==> config.mk <==
export PLATFORM = sky130hd
export DESIGN_NAME = execute_flat
export DESIGN_NICKNAME = d
export VERILOG_FILES = /design/src/rtl/execute_if.sv /design/src/rtl/execute.sv /design/src/flat_wrapper.sv
export SDC_FILE = /design/constraint.sdc
export NUM_CORES = 1
export LEC_CHECK = 0
export CORE_UTILIZATION = 47
export CTS_CLUSTER_DIAMETER = 150
export DETAILED_ROUTE_END_ITERATION = 8
export PLACE_DENSITY_LB_ADDON = 0.15
export SKIP_CTS_REPAIR_TIMING = 1
export SYNTH_ARGS = -nofsm -noshare
export SYNTH_HDL_FRONTEND = slang
export SYNTH_SLANG_ARGS = --single-unit
==> constraint.sdc <==
create_clock -name i_clk -period 5 [get_ports i_clk]
set_input_delay 0.5 -clock i_clk [delete_from_list [all_inputs] [get_ports i_clk]]
set_output_delay 0.5 -clock i_clk [all_outputs]
set_load 0.01 [all_outputs]
==> src/rtl/execute_if.sv <==
// Bus between the MIPS execute stage and its neighbours: the ID/EX register contents,
// the MEM/WB writeback bus and the EX/MEM register outputs.
interface execute_if;
  logic        i_con_ex_regdst;
  logic        i_con_ex_alusrc;
  logic [1:0]  i_con_ex_aluop;
  logic        i_con_mem_branch;
  logic        i_con_mem_memread;
  logic        i_con_mem_memwrite;
  logic        i_con_wb_memtoreg;
  logic        i_con_wb_regwrite;
  logic [31:0] i_addr_NextPC;
  logic [31:0] i_data_rs;
  logic [31:0] i_data_rt;
  logic [31:0] i_data_SignExt;
  logic [4:0]  i_addr_rs;
  logic [4:0]  i_addr_mux_0;
  logic [4:0]  i_addr_mux_1;
  logic        i_con_RegWr;
  logic [4:0]  i_addr_WrReg;
  logic [31:0] i_data_WrData;

  logic        o_con_mem_branch;
  logic        o_con_mem_memread;
  logic        o_con_mem_memwrite;
  logic        o_con_wb_memtoreg;
  logic        o_con_wb_regwrite;
  logic [31:0] o_addr_BranchTarget;
  logic        o_con_Zero;
  logic [31:0] o_data_AluResult;
  logic [31:0] o_data_WrMem;
  logic [4:0]  o_addr_WrReg;

  modport slave (
    input  i_con_ex_regdst, i_con_ex_alusrc, i_con_ex_aluop,
    input  i_con_mem_branch, i_con_mem_memread, i_con_mem_memwrite,
    input  i_con_wb_memtoreg, i_con_wb_regwrite,
    input  i_addr_NextPC, i_data_rs, i_data_rt, i_data_SignExt,
    input  i_addr_rs, i_addr_mux_0, i_addr_mux_1,
    input  i_con_RegWr, i_addr_WrReg, i_data_WrData,
    output o_con_mem_branch, o_con_mem_memread, o_con_mem_memwrite,
    output o_con_wb_memtoreg, o_con_wb_regwrite,
    output o_addr_BranchTarget, o_con_Zero, o_data_AluResult,
    output o_data_WrMem, o_addr_WrReg
  );

  modport master (
    output i_con_ex_regdst, i_con_ex_alusrc, i_con_ex_aluop,
    output i_con_mem_branch, i_con_mem_memread, i_con_mem_memwrite,
    output i_con_wb_memtoreg, i_con_wb_regwrite,
    output i_addr_NextPC, i_data_rs, i_data_rt, i_data_SignExt,
    output i_addr_rs, i_addr_mux_0, i_addr_mux_1,
    output i_con_RegWr, i_addr_WrReg, i_data_WrData,
    input  o_con_mem_branch, o_con_mem_memread, o_con_mem_memwrite,
    input  o_con_wb_memtoreg, o_con_wb_regwrite,
    input  o_addr_BranchTarget, o_con_Zero, o_data_AluResult,
    input  o_data_WrMem, o_addr_WrReg
  );
endinterface

==> src/rtl/execute.sv <==
// MIPS execute stage: operand forwarding, ALU, branch target and destination select,
// captured in the EX/MEM register with stall (hold) and flush (bubble).
module execute #(
  parameter bit FWD_EN = 1'b1
) (
  input  logic   i_clk,
  input  logic   i_rst_n,
  input  logic   i_con_stall,
  input  logic   i_con_flush,
  execute_if.slave bus
);

  typedef enum logic [2:0] {
    ALU_ADD,
    ALU_SUB,
    ALU_AND,
    ALU_OR,
    ALU_SLT
  } alu_sel_e;

  typedef struct packed {
    logic        mem_branch;
    logic        mem_memread;
    logic        mem_memwrite;
    logic        wb_memtoreg;
    logic        wb_regwrite;
    logic [31:0] branch_target;
    logic        zero;
    logic [31:0] alu_result;
    logic [31:0] wr_mem;
    logic [4:0]  wr_reg;
  } exmem_t;

  function automatic alu_sel_e alu_decode(input logic [1:0] aluop, input logic [5:0] funct);
    alu_sel_e sel;
    sel = ALU_ADD;
    case (aluop)
      2'b01: sel = ALU_SUB;
      2'b10: begin
        case (funct)
          6'b100010: sel = ALU_SUB;
          6'b100100: sel = ALU_AND;
          6'b100101: sel = ALU_OR;
          6'b101010: sel = ALU_SLT;
          default:   sel = ALU_ADD;
        endcase
      end
      default: sel = ALU_ADD;
    endcase
    return sel;
  endfunction

  function automatic logic [31:0] alu_calc(input alu_sel_e sel,
                                           input logic signed [31:0] a,
                                           input logic signed [31:0] b);
    logic [31:0] y;
    case (sel)
      ALU_SUB: y = a - b;
      ALU_AND: y = a & b;
      ALU_OR:  y = a | b;
      ALU_SLT: y = {31'b0, (a < b)};
      default: y = a + b;
    endcase
    return y;
  endfunction

  // Register 0 is hardwired to zero, so a write to it must never be forwarded.
  function automatic logic fwd_hit(input logic en, input logic [4:0] wr, input logic [4:0] idx);
    return en && (wr != 5'd0) && (wr == idx);
  endfunction

  exmem_t exmem_q, exmem_d;

  logic               exmem_fwd_en;
  logic signed [31:0] fwd_rs;
  logic signed [31:0] fwd_rt;
  logic signed [31:0] op_b;
  alu_sel_e           alu_sel;
  logic [31:0]        alu_y;

  // Forwarding: a load's EX/MEM value is an address, not data, so it is excluded.
  always_comb begin
    exmem_fwd_en = exmem_q.wb_regwrite & ~exmem_q.mem_memread;
    fwd_rs = bus.i_data_rs;
    fwd_rt = bus.i_data_rt;
    if (FWD_EN) begin
      if (fwd_hit(exmem_fwd_en, exmem_q.wr_reg, bus.i_addr_rs))
        fwd_rs = exmem_q.alu_result;
      else if (fwd_hit(bus.i_con_RegWr, bus.i_addr_WrReg, bus.i_addr_rs))
        fwd_rs = bus.i_data_WrData;
      if (fwd_hit(exmem_fwd_en, exmem_q.wr_reg, bus.i_addr_mux_0))
        fwd_rt = exmem_q.alu_result;
      else if (fwd_hit(bus.i_con_RegWr, bus.i_addr_WrReg, bus.i_addr_mux_0))
        fwd_rt = bus.i_data_WrData;
    end
    op_b    = bus.i_con_ex_alusrc ? bus.i_data_SignExt : fwd_rt;
    alu_sel = alu_decode(bus.i_con_ex_aluop, bus.i_data_SignExt[5:0]);
    alu_y   = alu_calc(alu_sel, fwd_rs, op_b);
  end

  // EX/MEM next state: flush beats stall, stall holds, otherwise load.
  always_comb begin
    exmem_d = exmem_q;
    if (i_con_flush) begin
      exmem_d = '0;
    end else if (!i_con_stall) begin
      exmem_d.mem_branch    = bus.i_con_mem_branch;
      exmem_d.mem_memread   = bus.i_con_mem_memread;
      exmem_d.mem_memwrite  = bus.i_con_mem_memwrite;
      exmem_d.wb_memtoreg   = bus.i_con_wb_memtoreg;
      exmem_d.wb_regwrite   = bus.i_con_wb_regwrite;
      exmem_d.branch_target = bus.i_addr_NextPC + {bus.i_data_SignExt[29:0], 2'b00};
      exmem_d.zero          = (alu_y == 32'h0);
      exmem_d.alu_result    = alu_y;
      exmem_d.wr_mem        = fwd_rt;
      exmem_d.wr_reg        = bus.i_con_ex_regdst ? bus.i_addr_mux_1 : bus.i_addr_mux_0;
    end
  end

  always_ff @(posedge i_clk or negedge i_rst_n) begin
    if (!i_rst_n) exmem_q <= '0;
    else          exmem_q <= exmem_d;
  end

  assign bus.o_con_mem_branch    = exmem_q.mem_branch;
  assign bus.o_con_mem_memread   = exmem_q.mem_memread;
  assign bus.o_con_mem_memwrite  = exmem_q.mem_memwrite;
  assign bus.o_con_wb_memtoreg   = exmem_q.wb_memtoreg;
  assign bus.o_con_wb_regwrite   = exmem_q.wb_regwrite;
  assign bus.o_addr_BranchTarget = exmem_q.branch_target;
  assign bus.o_con_Zero          = exmem_q.zero;
  assign bus.o_data_AluResult    = exmem_q.alu_result;
  assign bus.o_data_WrMem        = exmem_q.wr_mem;
  assign bus.o_addr_WrReg        = exmem_q.wr_reg;

endmodule
==> src/flat_wrapper.sv <==
// flat-port wrapper written by rule: the top's interface ports become plain ports
module execute_flat 
#(
  parameter bit FWD_EN = 1'b1
)
  (i_clk, i_rst_n, i_con_stall, i_con_flush, bus_i_con_ex_regdst, bus_i_con_ex_alusrc, bus_i_con_ex_aluop, bus_i_con_mem_branch, bus_i_con_mem_memread, bus_i_con_mem_memwrite, bus_i_con_wb_memtoreg, bus_i_con_wb_regwrite, bus_i_addr_NextPC, bus_i_data_rs, bus_i_data_rt, bus_i_data_SignExt, bus_i_addr_rs, bus_i_addr_mux_0, bus_i_addr_mux_1, bus_i_con_RegWr, bus_i_addr_WrReg, bus_i_data_WrData, bus_o_con_mem_branch, bus_o_con_mem_memread, bus_o_con_mem_memwrite, bus_o_con_wb_memtoreg, bus_o_con_wb_regwrite, bus_o_addr_BranchTarget, bus_o_con_Zero, bus_o_data_AluResult, bus_o_data_WrMem, bus_o_addr_WrReg);
  execute_if bus_i ();
  input  logic i_clk;
  input  logic i_rst_n;
  input  logic i_con_stall;
  input  logic i_con_flush;
  input wire logic [$bits(bus_i.i_con_ex_regdst)-1:0] bus_i_con_ex_regdst;
  input wire logic [$bits(bus_i.i_con_ex_alusrc)-1:0] bus_i_con_ex_alusrc;
  input wire logic [$bits(bus_i.i_con_ex_aluop)-1:0] bus_i_con_ex_aluop;
  input wire logic [$bits(bus_i.i_con_mem_branch)-1:0] bus_i_con_mem_branch;
  input wire logic [$bits(bus_i.i_con_mem_memread)-1:0] bus_i_con_mem_memread;
  input wire logic [$bits(bus_i.i_con_mem_memwrite)-1:0] bus_i_con_mem_memwrite;
  input wire logic [$bits(bus_i.i_con_wb_memtoreg)-1:0] bus_i_con_wb_memtoreg;
  input wire logic [$bits(bus_i.i_con_wb_regwrite)-1:0] bus_i_con_wb_regwrite;
  input wire logic [$bits(bus_i.i_addr_NextPC)-1:0] bus_i_addr_NextPC;
  input wire logic [$bits(bus_i.i_data_rs)-1:0] bus_i_data_rs;
  input wire logic [$bits(bus_i.i_data_rt)-1:0] bus_i_data_rt;
  input wire logic [$bits(bus_i.i_data_SignExt)-1:0] bus_i_data_SignExt;
  input wire logic [$bits(bus_i.i_addr_rs)-1:0] bus_i_addr_rs;
  input wire logic [$bits(bus_i.i_addr_mux_0)-1:0] bus_i_addr_mux_0;
  input wire logic [$bits(bus_i.i_addr_mux_1)-1:0] bus_i_addr_mux_1;
  input wire logic [$bits(bus_i.i_con_RegWr)-1:0] bus_i_con_RegWr;
  input wire logic [$bits(bus_i.i_addr_WrReg)-1:0] bus_i_addr_WrReg;
  input wire logic [$bits(bus_i.i_data_WrData)-1:0] bus_i_data_WrData;
  output wire logic [$bits(bus_i.o_con_mem_branch)-1:0] bus_o_con_mem_branch;
  output wire logic [$bits(bus_i.o_con_mem_memread)-1:0] bus_o_con_mem_memread;
  output wire logic [$bits(bus_i.o_con_mem_memwrite)-1:0] bus_o_con_mem_memwrite;
  output wire logic [$bits(bus_i.o_con_wb_memtoreg)-1:0] bus_o_con_wb_memtoreg;
  output wire logic [$bits(bus_i.o_con_wb_regwrite)-1:0] bus_o_con_wb_regwrite;
  output wire logic [$bits(bus_i.o_addr_BranchTarget)-1:0] bus_o_addr_BranchTarget;
  output wire logic [$bits(bus_i.o_con_Zero)-1:0] bus_o_con_Zero;
  output wire logic [$bits(bus_i.o_data_AluResult)-1:0] bus_o_data_AluResult;
  output wire logic [$bits(bus_i.o_data_WrMem)-1:0] bus_o_data_WrMem;
  output wire logic [$bits(bus_i.o_addr_WrReg)-1:0] bus_o_addr_WrReg;
  assign bus_i.i_con_ex_regdst = bus_i_con_ex_regdst;
  assign bus_i.i_con_ex_alusrc = bus_i_con_ex_alusrc;
  assign bus_i.i_con_ex_aluop = bus_i_con_ex_aluop;
  assign bus_i.i_con_mem_branch = bus_i_con_mem_branch;
  assign bus_i.i_con_mem_memread = bus_i_con_mem_memread;
  assign bus_i.i_con_mem_memwrite = bus_i_con_mem_memwrite;
  assign bus_i.i_con_wb_memtoreg = bus_i_con_wb_memtoreg;
  assign bus_i.i_con_wb_regwrite = bus_i_con_wb_regwrite;
  assign bus_i.i_addr_NextPC = bus_i_addr_NextPC;
  assign bus_i.i_data_rs = bus_i_data_rs;
  assign bus_i.i_data_rt = bus_i_data_rt;
  assign bus_i.i_data_SignExt = bus_i_data_SignExt;
  assign bus_i.i_addr_rs = bus_i_addr_rs;
  assign bus_i.i_addr_mux_0 = bus_i_addr_mux_0;
  assign bus_i.i_addr_mux_1 = bus_i_addr_mux_1;
  assign bus_i.i_con_RegWr = bus_i_con_RegWr;
  assign bus_i.i_addr_WrReg = bus_i_addr_WrReg;
  assign bus_i.i_data_WrData = bus_i_data_WrData;
  assign bus_o_con_mem_branch = bus_i.o_con_mem_branch;
  assign bus_o_con_mem_memread = bus_i.o_con_mem_memread;
  assign bus_o_con_mem_memwrite = bus_i.o_con_mem_memwrite;
  assign bus_o_con_wb_memtoreg = bus_i.o_con_wb_memtoreg;
  assign bus_o_con_wb_regwrite = bus_i.o_con_wb_regwrite;
  assign bus_o_addr_BranchTarget = bus_i.o_addr_BranchTarget;
  assign bus_o_con_Zero = bus_i.o_con_Zero;
  assign bus_o_data_AluResult = bus_i.o_data_AluResult;
  assign bus_o_data_WrMem = bus_i.o_data_WrMem;
  assign bus_o_addr_WrReg = bus_i.o_addr_WrReg;
  execute #(.FWD_EN(FWD_EN)) u_core (.i_clk(i_clk), .i_rst_n(i_rst_n), .i_con_stall(i_con_stall), .i_con_flush(i_con_flush), .bus(bus_i));
endmodule
==> results.cfg, run 1 <==
[worst_setup_path]
timing.critical_path.slowest_cell_delay_ps = 510
crit_path_max_fanout = 6
end_kind = flip-flop
worstPathArrival_ps = 5540
critical_path_class = in2reg
crit-reg2reg-launch = u_core.bus.o_addr_WrReg[0]
cpMostUsedCell = buf_4
cp-start-kind = input pin
r2r-end = u_core.bus.o_con_Zero
required_ps = 5230
reg2reg_depth = 23
slowest_stage = or4_4
rrSetupSlack_ps = -200

[final_layout]
stdcell_count = 2583
drive_gt1_share_pct = 23.9
fillers = 2098
area_growth_pct = 53.7
nets = 2560
final_cell_area_mm2 = 0.0197

[synthesis]
synthCells = 1661
syn-cell-area_mm2 = 0.0128
yosysSeqAreaShare_pct = 20.9
ys_seq_elements = 107
synth_warnings = 0
yosysTopAreaCellShare_pct = 20.9
ys_async_sr_fraction_pct = 100
synth-edff-count = 0
synthTopCellsByCount = nor2_1 (192), nand2_1 (165), a21oi_1 (128)
syn_avg_cell_area_um2 = 7.73
syn_nets = 1985
synth_ff_type = dfrtp_1
synth_top_area_cell = dfrtp_1
synth.most_common_cell = nor2_1
ys_types = 88
synth_area_leaders = dfrtp_1 (21%), ha_1 (12%), mux2i_1 (9.4%)

[worst_hold_path]
hp-class = in2async

[sta]
finalWorstSetupSlack_ps = -303
drv_slew = 0
fmax_mhz = 189
hold_ws_ps = 291
rsz0062_at_grt = yes
hold_violations = 0
tightest_slew_ps = 1030
min_period_ps = 5300
max-slew-margin-rel_pct = 31.1
clock-skew-final_ps = 13.1
post-route-period-util_pct = 106
finalSetupViolCount = 11

[placement]
placed_area_mm2 = 0.0185
gp_congestion = 0.991
pre_cts_ws_ps = -1080
port-buffer-count = 300
place_inst = 2546
dp_hpwl_mm = 43.6

[drt]
initialDrtViolationCount = 1171
antenna_left = 0
drt_wl_total_mm = 55.4
wl_per_cell_um = 21.5
drc_errors = 0
dr.pass1.iters = 5
vias = 15400
via_per_inst = 5.96

[grt]
grt_pass1_wl_mm = 83.4
grt_use_met1_pct = 43.6
gr-usage-met2_pct = 67.2
grt_usage_pct = 38.2
gr-total-overflow = 0
grt_max_degree = 72
antenna_found_initial = 0
top_usage_layer = met2
use_met3_pct = 4.54
grt_pass1_vias = 15300

[floorplan]
die-width_um = 167
start_util_pct = 47.8
die_y_um = 167
core_mm2 = 0.0269
boundaryPins = 301
die_area_mm2 = 0.0280
rows = 60

[pwr]
power_leakage_nw = 8.92
total_power_mw = 4.17
vdd_ir_drop_max_mv = 0.170
p_per_area_mw_per_mm2 = 211

[cts]
cts_max_path_buffers = 2
clk_pin_slew_worst_paths_ps = 80
htreeDepth = 3
clock_latency_ps = 370
cts-buffers-inserted = 9
cts.sinks = 107
tritoncts = yes
root_buffer = clkbuf_16

[flow_run]
maxCapViolCount = 0

[outcome]
status = finished, violations left
violations = negative setup slack
-- critical path: cells and delay by family --
kind | cells | cell delay [ps]
AND/OR/NAND/NOR | 7 | 1380
buffers and inverters | 7 | 1370
AO/OA/AOI/OAI | 6 | 1170
multiplexers | 4 | 810
adder cells (fa/ha/maj) | 1 | 300
-- power breakdown --
group / leakage [nW] / internal, mW / switching (mW)
clock network: 0.140 / 0.364 / 0.405
logic: 7.36 / 1.19 / 1.20
registers: 1.42 / 0.939 / 0.0690
total: 8.92 / 2.49 / 1.68
-- registers in the layout, indices dropped and copies added (netlist names) --
| name | cells |
|---|---|
| u_core.bus.o_data_WrMem | 32 |
| u_core.bus.o_con_mem_memread | 1 |
| u_core.bus.o_addr_BranchTarget | 32 |
| u_core.bus.o_addr_WrReg | 5 |
| u_core.bus.o_con_wb_regwrite | 1 |
| u_core.bus.o_con_Zero | 1 |
| u_core.bus.o_con_mem_memwrite | 1 |
| u_core.bus.o_data_AluResult | 32 |
| u_core.bus.o_con_mem_branch | 1 |
| u_core.bus.o_con_wb_memtoreg | 1 |
-- placed cells by master (no fill, tap or decap), drive strengths merged, types with 7 or more instances in the layout --
master	instances
a21o	31
mux2i	120
inv	107
o21ai	124
or2	10
o221ai	9
o21bai	14
a211oi	30
and3	12
xor2	22
nor2	192
a221o	8
nand2	165
o211ai	12
nand4	13
nor2b	14
o31ai	11
nand2b	15
ha	127
and2	8
a221oi	11
nand3	25
nor3	31
o22ai	16
a211o	10
clkbuf	11
buf	357
dfrtp	107
o211a	7
mux2	32
nor4	17
o21a	11
xnor2	24
or3	7
a21oi	130
a31oi	15
clkdlybuf4s50	294
-- area by class of cell --
class | instances | area (um^2) | share of cell area, %
sequential | 107 | 2680 | 13.6
clock inverter | 6 | 60.1 | 0.305
antenna | 1 | 2.50 | 0.0127
clock buffer | 10 | 239 | 1.21
tap | 341 | 427 | 2.16
multi-input combinational | 1357 | 10100 | 51.3
timing repair buffer | 655 | 5790 | 29.4
inverter | 106 | 402 | 2.04
-- metal layers --
metal,vias up,wire [um]
met5,-,0
met4,0,3910
met2,729,26700
met3,192,3740
li1,7155,-
met1,7313,21100
-- worst max path at each step --
stage / start / to / cells after the start
finish: bus_i_addr_WrReg[2] / u_core.bus.o_data_AluResult[29] / 25
global route: bus_i_addr_WrReg[2] / u_core.bus.o_con_Zero / 22
CTS: bus_i_addr_WrReg[0] / u_core.bus.o_con_Zero / 21
detailed placement: bus_i_addr_WrReg[0] / u_core.bus.o_con_Zero / 23
global placement: bus_i_addr_WrReg[0] / u_core.bus.o_con_Zero / 22
floorplan: bus_i_addr_WrReg[0] / u_core.bus.o_con_Zero / 20
-- through the flow --
| stage | setup TNS (ps) | util (%) |
|---|---|---|
| final | -1560 | 73.4 |
| after global routing | -3950 | 73.4 |
| after global placement | -13790 | 69.0 |
| after floorplan | 0 | - |
| after CTS | -7590 | 70.1 |
| after detailed placement | -17110 | 69.0 |
-- logic make-up (layout without fill, tap and decap cells) --
kind of cell    after synthesis  in the layout  synth area share (%)
simple gates                533            533                  18.9
flops                       107            107                  20.9
buf+inv                     197            777                  6.07
xor+xnor                     46             46                  3.14
fa+ha+maj                   130            130                  12.8
mux                         152            152                  12.2
other cells                   0              1                     0
compound gates              496            496                  26.0
Note: power is estimated with default switching activity, not from simulation.
==> run 2, diff against run 1 <==
- CORE_MARGIN: unset -> 4
- HOLD_SLACK_MARGIN: unset -> 0.1
==> run 2 against run 1 <==
Compared with the run above: the flow still finishes with violations (negative setup slack); power grew 2.3%; largest power group unchanged; global-route usage shrank 2.8 points; routed wire length grew 4.9%; flip-flop and latch count is the same; worst hold slack lost 62 ps; clock skew grew 7.0 ps.
==> results.cfg, run 2 (synthesis gave the netlist of run 1 again) <==
[outcome]
status = finished, violations left
violations = negative setup slack

[floorplan]
rows = 60
boundaryPins = 301
die-width_um = 173
die_area_mm2 = 0.0300
die_y_um = 173
core_mm2 = 0.0269
start_util_pct = 47.8

[placement]
placed_area_mm2 = 0.0187
gp_congestion = 0.975
dp_hpwl_mm = 44.4
place_inst = 2576
port-buffer-count = 300

[sta]
hold_ws_ps = 229
tightest_slew_ps = 1070
finalWorstSetupSlack_ps = -327
post-route-period-util_pct = 107
hold_violations = 0
fmax_mhz = 188
max-slew-margin-rel_pct = 28.6
min_period_ps = 5330
rsz0062_at_grt = yes
drv_slew = 0
finalSetupViolCount = 7
clock-skew-final_ps = 20.1

[worst_setup_path]
crit_path_max_fanout = 4
crit-reg2reg-launch = u_core.bus.o_addr_WrReg[3]
end_kind = flip-flop
cpMostUsedCell = buf_4
crit_buf_inv = 6
reg2reg_depth = 25
timing.critical_path.slowest_cell_delay_ps = 510
required_ps = 5300
rrSetupSlack_ps = -330
slowest_stage = or4_1
crit_family = compound AO/OA/AOI/OAI gates
r2r-end = u_core.bus.o_con_Zero
critical_path_class = reg2reg
worstPathArrival_ps = 5630
cp-start-kind = flip-flop

[cts]
cts-buffers-inserted = 9
cts.sinks = 107
tritoncts = yes
htreeDepth = 3
cts_max_path_buffers = 2
clk_pin_slew_worst_paths_ps = 100
root_buffer = clkbuf_16
clock_latency_ps = 380

[final_layout]
layout_commonest_cell = buf_4
final_cell_area_mm2 = 0.0204
nets = 2621
drive_gt1_share_pct = 26.7
diodes = 0
stdcell_count = 2643
mostFrequentLayoutCells = buf_4 (391), clkdlybuf4s50_1 (291), nor2_1 (188), nand2_1 (160), mux2i_1 (117)
area_growth_pct = 59.1

[pwr]
vdd_ir_drop_max_mv = 0.144
power_leakage_nw = 9.34
p_per_area_mw_per_mm2 = 209

[drt]
initialDrtViolationCount = 1233
via_per_inst = 5.97
drt_wl_total_mm = 58.2
wl_per_cell_um = 22.0
antenna_left = 0
drc_errors = 0
dr.pass1.iters = 6
vias = 15800

[grt]
gr-total-overflow = 0
antenna_found_initial = 0
grt_usage_pct = 35.4
grt_pass1_wl_mm = 85.0
grt_max_degree = 79
grt_pass1_vias = 15300

[flow_run]
maxCapViolCount = 0

[worst_hold_path]
hp-class = in2async
-- run 2: cell count changes in the layout (fill, tap and decap cells not counted), sizes merged --
cell / previous run / this run
buf: 357 / 416
inv: 107 / 111
clkdlybuf4s50: 294 / 291
dlymetal6s2s: 3 / 6
clkbuf: 11 / 13
clkinv: 3 / 1
clkinvlp: 2 / 0
diode: 1 / 0
-- run 2: through the flow --
| stage | setup slack [ps] | power [mW] | TNS (ps) | util, % |
|---|---|---|---|---|
| finish | -327 | 4.27 | -992 | 76.0 |
| global route | -508 | 4.48 | -2620 | 76.0 |
| CTS | -683 | 4.03 | -5720 | 70.8 |
| detailed placement | -1030 | 3.24 | -14180 | 69.7 |
| global placement | -819 | 3.21 | -12220 | 69.7 |
| floorplan | 6.35 | 2.07 | 0 | - |
-- run 2: worst max-delay path by stage --
stage                          startpoint                     to  depth (start not counted)  slack (ps)
2_1_floorplan         bus_i_addr_WrReg[0]  u_core.bus.o_con_Zero                         20           6
3_3_place_gp          bus_i_addr_WrReg[0]  u_core.bus.o_con_Zero                         20        -820
3_5_place_dp          bus_i_addr_WrReg[0]  u_core.bus.o_con_Zero                         22       -1030
4_1_cts               bus_i_addr_WrReg[0]  u_core.bus.o_con_Zero                         22        -680
5_1_grt                  bus_i_addr_rs[0]  u_core.bus.o_con_Zero                         24        -510
6_report       u_core.bus.o_addr_WrReg[3]  u_core.bus.o_con_Zero                         25        -330
-- run 2: where the power goes --
| group | internal (mW) | switching (mW) | total, mW |
|---|---|---|---|
| Clock | 0.358 | 0.428 | 0.786 |
| Combinational | 1.24 | 1.23 | 2.47 |
| Sequential | 0.939 | 0.0689 | 1.01 |
-- run 2: cell type report --
type | instances | area [um^2]
inverters | 106 | 404
clock buffers | 10 | 229
repair buffers | 716 | 6390
multi-input cells | 1357 | 10200
fillers | 2036 | 6460
flip-flops and latches | 107 | 2680
well taps | 341 | 427
clock inverters | 6 | 60.1
-- run 2: layer usage --
metal  wire [um]  vias up  track usage (%)
met5           0        -                0
met3        4340      201             6.11
met1       22000     7489             41.6
met4        3910        0             19.9
met2       27900      813             61.1
li1            -     7274                -
-- run 2: worst reg2reg max path, stage by stage, from the launching register on --
cell and delay [ps]:
dfrtp_1 420, or4_1 510, o21ai_1 130, buf_4 140, nor4_4 50, buf_6 150, buf_6 110, nand2_2 60
o21ai_2 60, mux2_4 300, buf_4 140, ha_1 200, inv_1 90, fa_2 210, nand2b_1 100, a2111o_1 470
a21oi_2 270, nor3_2 130, o311ai_4 420, buf_4 190, a211oi_1 60, a311o_1 370, o31ai_4 90, nand4_1 140
nor4_2 290, a31o_1 170
==> run 3, diff against run 2 <==
- CAP_MARGIN: unset -> 40
- CTS_CLUSTER_DIAMETER: 150 -> unset
- HOLD_SLACK_MARGIN: 0.1 -> unset
==> run 3 against run 2 <==
Compared with the run above: the flow still finishes with violations (negative setup slack); first-iteration DRC count decreased by 0.24%; sequential share of layout area increased by 0.14 points; global-route usage increased by 0.33 points; register-to-register slack improved by 150 ps; final area decreased by 1.1%.
==> results.cfg, run 3 (synthesis gave the netlist of run 1 again) <==
[grt]
grt_pass1_vias = 15400
grt_usage_pct = 35.7
grt_max_degree = 60
gr-total-overflow = 0
antenna_found_initial = 1
grt_pass1_wl_mm = 86.0

[sta]
finalWorstSetupSlack_ps = -176
drv_slew = 0
max-slew-margin-rel_pct = 43.7
finalSetupViolCount = 7
clock-skew-final_ps = 12.6
fmax_mhz = 193
tightest_slew_ps = 844
post-route-period-util_pct = 104
rsz0062_at_grt = yes
min_period_ps = 5180
hold_violations = 0

[pwr]
total_power_mw = 4.25
vdd_ir_drop_max_mv = 0.149
power_leakage_nw = 9.23
p_per_area_mw_per_mm2 = 211

[drt]
dr.pass1.iters = 5
initialDrtViolationCount = 1230
via_per_inst = 5.97
drc_errors = 0
vias = 15700
antenna_left = 0
wl_per_cell_um = 22.0
drt_wl_total_mm = 57.8

[placement]
port-buffer-count = 300
gp_congestion = 0.975
pre_cts_ws_ps = -1040
dp_hpwl_mm = 44.6

[worst_setup_path]
cp-start-kind = flip-flop
crit_path_max_fanout = 8
cpMostUsedCell = buf_4
end_kind = flip-flop
required_ps = 5310
slowest_stage = or4_1
critical_path_class = reg2reg
timing.critical_path.slowest_cell_delay_ps = 500
worstPathArrival_ps = 5490

[cts]
htreeDepth = 3
cts-buffers-inserted = 9
clk_pin_slew_worst_paths_ps = 90
cts.sinks = 107
root_buffer = clkbuf_16
tritoncts = yes
cts_max_path_buffers = 2
clock_latency_ps = 380

[floorplan]
rows = 60
die_area_mm2 = 0.0300
start_util_pct = 47.8
die-width_um = 173
boundaryPins = 301
core_mm2 = 0.0269
die_y_um = 173

[flow_run]
maxCapViolCount = 0

[final_layout]
area_growth_pct = 57.3
mostFrequentLayoutCells = buf_4 (380), clkdlybuf4s50_1 (290), nor2_1 (190), nand2_1 (160)
drive_gt1_share_pct = 26.0
nets = 2607
post-route-util_pct = 75.1
layout_commonest_cell = buf_4
fillers = 2098

[outcome]
status = finished, violations left
violations = negative setup slack

[worst_hold_path]
hp-class = in2async
[run 3: cell count changes in the layout (fill, tap and decap cells not counted), sizes merged]
cell / before / now
clkdlybuf4s50: 291 / 290
clkbuf: 13 / 11
dlymetal6s2s: 6 / 7
buf: 416 / 403
inv: 111 / 110
dlygate4sd3: 0 / 1
clkinv: 1 / 2
diode: 0 / 1
[run 3: path summary, 6_finish.rpt]
| check | end | cells after the start | slack (ps) | startpoint |
|---|---|---|---|---|
| setup / recovery | u_core.bus.o_con_Zero | 25 | -180 | u_core.bus.o_addr_WrReg[3] |
| hold / removal | u_core.bus.o_addr_WrReg[0] | 2 | 470 | i_rst_n |
| setup reg to reg | u_core.bus.o_con_Zero | 25 | -180 | u_core.bus.o_addr_WrReg[3] |
| hold reg to reg | u_core.bus.o_addr_BranchTarget[28] | 2 | 500 | u_core.bus.o_addr_BranchTarget[28] |
| max in group asynchronous | u_core.bus.o_data_WrMem[4] | 4 | 3300 | i_rst_n |
| min in group i_clk | u_core.bus.o_addr_WrReg[2] | 3 | 500 | i_con_stall |
[run 3: final cells by class]
cell class | count | area (um^2) | area share (%)
multi-input cells | 1357 | 10100 | 50.3
repair buffers | 702 | 6240 | 30.9
flip-flops and latches | 107 | 2680 | 13.3
well taps | 341 | 427 | 2.11
inverters | 106 | 402 | 1.99
clock buffers | 10 | 229 | 1.13
clock inverters | 6 | 65.1 | 0.322
diodes | 1 | 2.50 | 0.0124
[run 3: critical path, delay by kind of cell (launching register included)]
kind | cells | cell delay (ps)
AOI/OAI and AO/OA | 11 | 1870
adders and majority gates | 1 | 390
buffers and inverters | 7 | 1090
DFF | 1 | 420
muxes | 1 | 300
and+or+nand+nor | 5 | 1010
[run 3: layer usage]
layer	up-vias	routed length, um	global-route usage [%]	share of wire, %
met5	-	0	0	0
met4	0	3890	20.2	6.7
met3	207	4140	5.43	7.2
met2	792	27900	61.7	48
met1	7453	21800	42.4	38
li1	7238	-	-	-
[run 3: per-stage QoR]
stage	instances	hold slack (ps)	TNS (ps)	area, um^2
floorplan	1661	204	0	12900
global placement	2576	465	-12220	18700
detailed placement	2578	333	-13740	18800
CTS	2594	-75.0	-5430	19100
global route	2630	472	-2070	20200
finish	2630	472	-492	20200
[run 3: power breakdown]
part	total (mW)	internal [mW]	switching, mW	leakage, nW
Clock	0.789	0.358	0.431	0.145
Sequential	1.01	0.939	0.0689	1.42
Combinational	2.45	1.24	1.22	7.67
Total	4.25	2.53	1.72	9.23
==> edit: new RTL, settings of run 1 <==
`FWD_EN` is set to 1'b1 in 2 places; all go to 1'b0.
--- a/src/rtl/execute.sv
+++ b/src/rtl/execute.sv
@@ -1,7 +1,7 @@
 // MIPS execute stage: operand forwarding, ALU, branch target and destination select,
 // captured in the EX/MEM register with stall (hold) and flush (bubble).
 module execute #(
-  parameter bit FWD_EN = 1'b1
+  parameter bit FWD_EN = 1'b0
 ) (
   input  logic   i_clk,
   input  logic   i_rst_n,
--- a/src/flat_wrapper.sv
+++ b/src/flat_wrapper.sv
@@ -1,7 +1,7 @@
 // flat-port wrapper written by rule: the top's interface ports become plain ports
 module execute_flat 
 #(
-  parameter bit FWD_EN = 1'b1
+  parameter bit FWD_EN = 1'b0
 )
   (i_clk, i_rst_n, i_con_stall, i_con_flush, bus_i_con_ex_regdst, bus_i_con_ex_alusrc, bus_i_con_ex_aluop, bus_i_con_mem_branch, bus_i_con_mem_memread, bus_i_con_mem_memwrite, bus_i_con_wb_memtoreg, bus_i_con_wb_regwrite, bus_i_addr_NextPC, bus_i_data_rs, bus_i_data_rt, bus_i_data_SignExt, bus_i_addr_rs, bus_i_addr_mux_0, bus_i_addr_mux_1, bus_i_con_RegWr, bus_i_addr_WrReg, bus_i_data_WrData, bus_o_con_mem_branch, bus_o_con_mem_memread, bus_o_con_mem_memwrite, bus_o_con_wb_memtoreg, bus_o_con_wb_regwrite, bus_o_addr_BranchTarget, bus_o_con_Zero, bus_o_data_AluResult, bus_o_data_WrMem, bus_o_addr_WrReg);
   execute_if bus_i ();
Function: changed (a bounded check fails within 4 cycles, from zero or initial values and one cycle with i_rst_n low).
==> edit against run 1 <==
Combinational power fell by 31%; final area decreased by 25%; power fell by 19%; register-to-register slack better by 4.4 ns; worst setup slack improved by 0.62 ns; sequential cell count unchanged; count of clock-buffer cells in the layout fell by 1; worst hold slack worse by 0.074 ns; area after synthesis decreased by 14%; wire length decreased by 27%; critical path depth fell by 8; sequential share of layout area increased by 4.4 points; largest power group unchanged; highest routed layer unchanged.
==> edit: results (changes against run 1) <==
Routing
  • Per-cell via count in the routed design: 5.83 (-2.1%)
  • Initial DRC Count: 1051 (-10%)
  • Total via count after detailed routing: 11700 (-24%)

Worst setup path
  • Biggest cell delay along the critical path: 0.58 ns (+0.07 ns)
  • Worst setup path endpoint: u_core.bus.o_con_Zero$_DFFE_PN0P_
  • Worst Setup SP: bus_i_data_SignExt[0]
  • Worst-case reg-to-reg path depth: 2 (-91%)
  • Cell type of the slowest stage on the worst timing path: sky130_fd_sc_hd__or4_1
  • Minimum setup slack among reg-to-reg paths: 4.19 ns (+4.39 ns)
  • Endpoint of the worst-slack reg-to-reg timing path: u_core.bus.o_data_AluResult[7]$_DFFE_PN0P_
  • Arrival @ worst endpoint: 4.96 ns (-0.58 ns)
  • R2r startpoint: u_core.bus.o_data_AluResult[7]$_DFFE_PN0P_

Placed design
  • Placer Congestion: 0.951 (-4.0%)
  • Sum of net half-perimeters after detailed placement: 31800 um (-27%)

Synthesis
  • Main area contributors after synthesis: sky130_fd_sc_hd__dfrtp_1, sky130_fd_sc_hd__ha_1, sky130_fd_sc_hd__mux2i_1
  • Net Count, Synth: 1716 (-14%)
  • Proportion of synthesized chip area in sequential cells: 24.2% (+3.3 points)
  • Number of cells produced by synthesis: 1392 (-16%)
  • Synth unique cells: 82 (-6.8%)

Timing
  • Final setup skew: 0 ns (-0.0131 ns)
  • Final Worst Setup Slack: 0.317 ns (+0.619 ns)

GRT
  • First-pass GRT wire length: 62700 um (-25%)
  • Via count of the first global-routing pass: 11300 (-26%)
  • Maximum number of pins on one net before global-route repair: 73 (+1.4%)

Layout
  • Number of filler instances in the final layout: 2014 (-4.0%)

Power
  • LEAKAGE: 7.02 nW (-21%)

Outcome
  • Outcome: finished clean
-- edit: cell types whose count changed in the layout (fill, tap and decap cells not counted), moves of 12 or more --
cell                              change
sky130_fd_sc_hd__ha_1                +13
sky130_fd_sc_hd__nand2_1             -74
sky130_fd_sc_hd__a21oi_1             +38
sky130_fd_sc_hd__o21ai_0             -46
sky130_fd_sc_hd__xor2_1              -17
sky130_fd_sc_hd__mux2_2              -24
sky130_fd_sc_hd__ha_4                -12
sky130_fd_sc_hd__clkdlybuf4s50_1     -41
sky130_fd_sc_hd__mux2i_1             -30
sky130_fd_sc_hd__buf_4              -226
-- edit: layout make-up --
type	instances	area share (%)
clock buffer	9	1.51
clock inverter	7	0.538
inverter	107	2.70
multi-input combinational	1100	51.6
sequential	107	18.0
tap	313	2.63
timing repair buffer	369	23.0
-- edit: logic make-up after synthesis --
kind of cell / after synthesis / synth area share, %
AO/OA/AOI/OAI: 440 / 26.6
buffers and inverters: 185 / 6.76
XOR/XNOR: 31 / 2.45
AND/OR/NAND/NOR: 408 / 17.0
flip-flops: 107 / 24.2
multiplexers: 91 / 8.23
adder cells (fa/ha/maj): 130 / 14.9
-- edit: power by group --
part	internal (mW)	switching, mW	leakage [nW]
combinational	0.759	0.883	5.46
sequential	0.935	0.0393	1.42
clock	0.359	0.421	0.146
total	2.05	1.34	7.02
-- edit: routing by layer --
layer	GRT usage, %	share of wire [%]	wire (um)
met5	0	0	0
met2	56.3	47	19100
met1	42.3	42	17100
met4	13.4	3.6	1450
met3	6.11	7.2	2930
-- edit: stage by stage --
step | power, mW | util (%)
after CTS | 3.39 | 64.9
after global placement | 2.59 | 63.6
after global routing | 3.59 | 65.0
final | 3.40 | 65.0
after floorplan | 1.90 | -
after detailed placement | 2.60 | 63.6
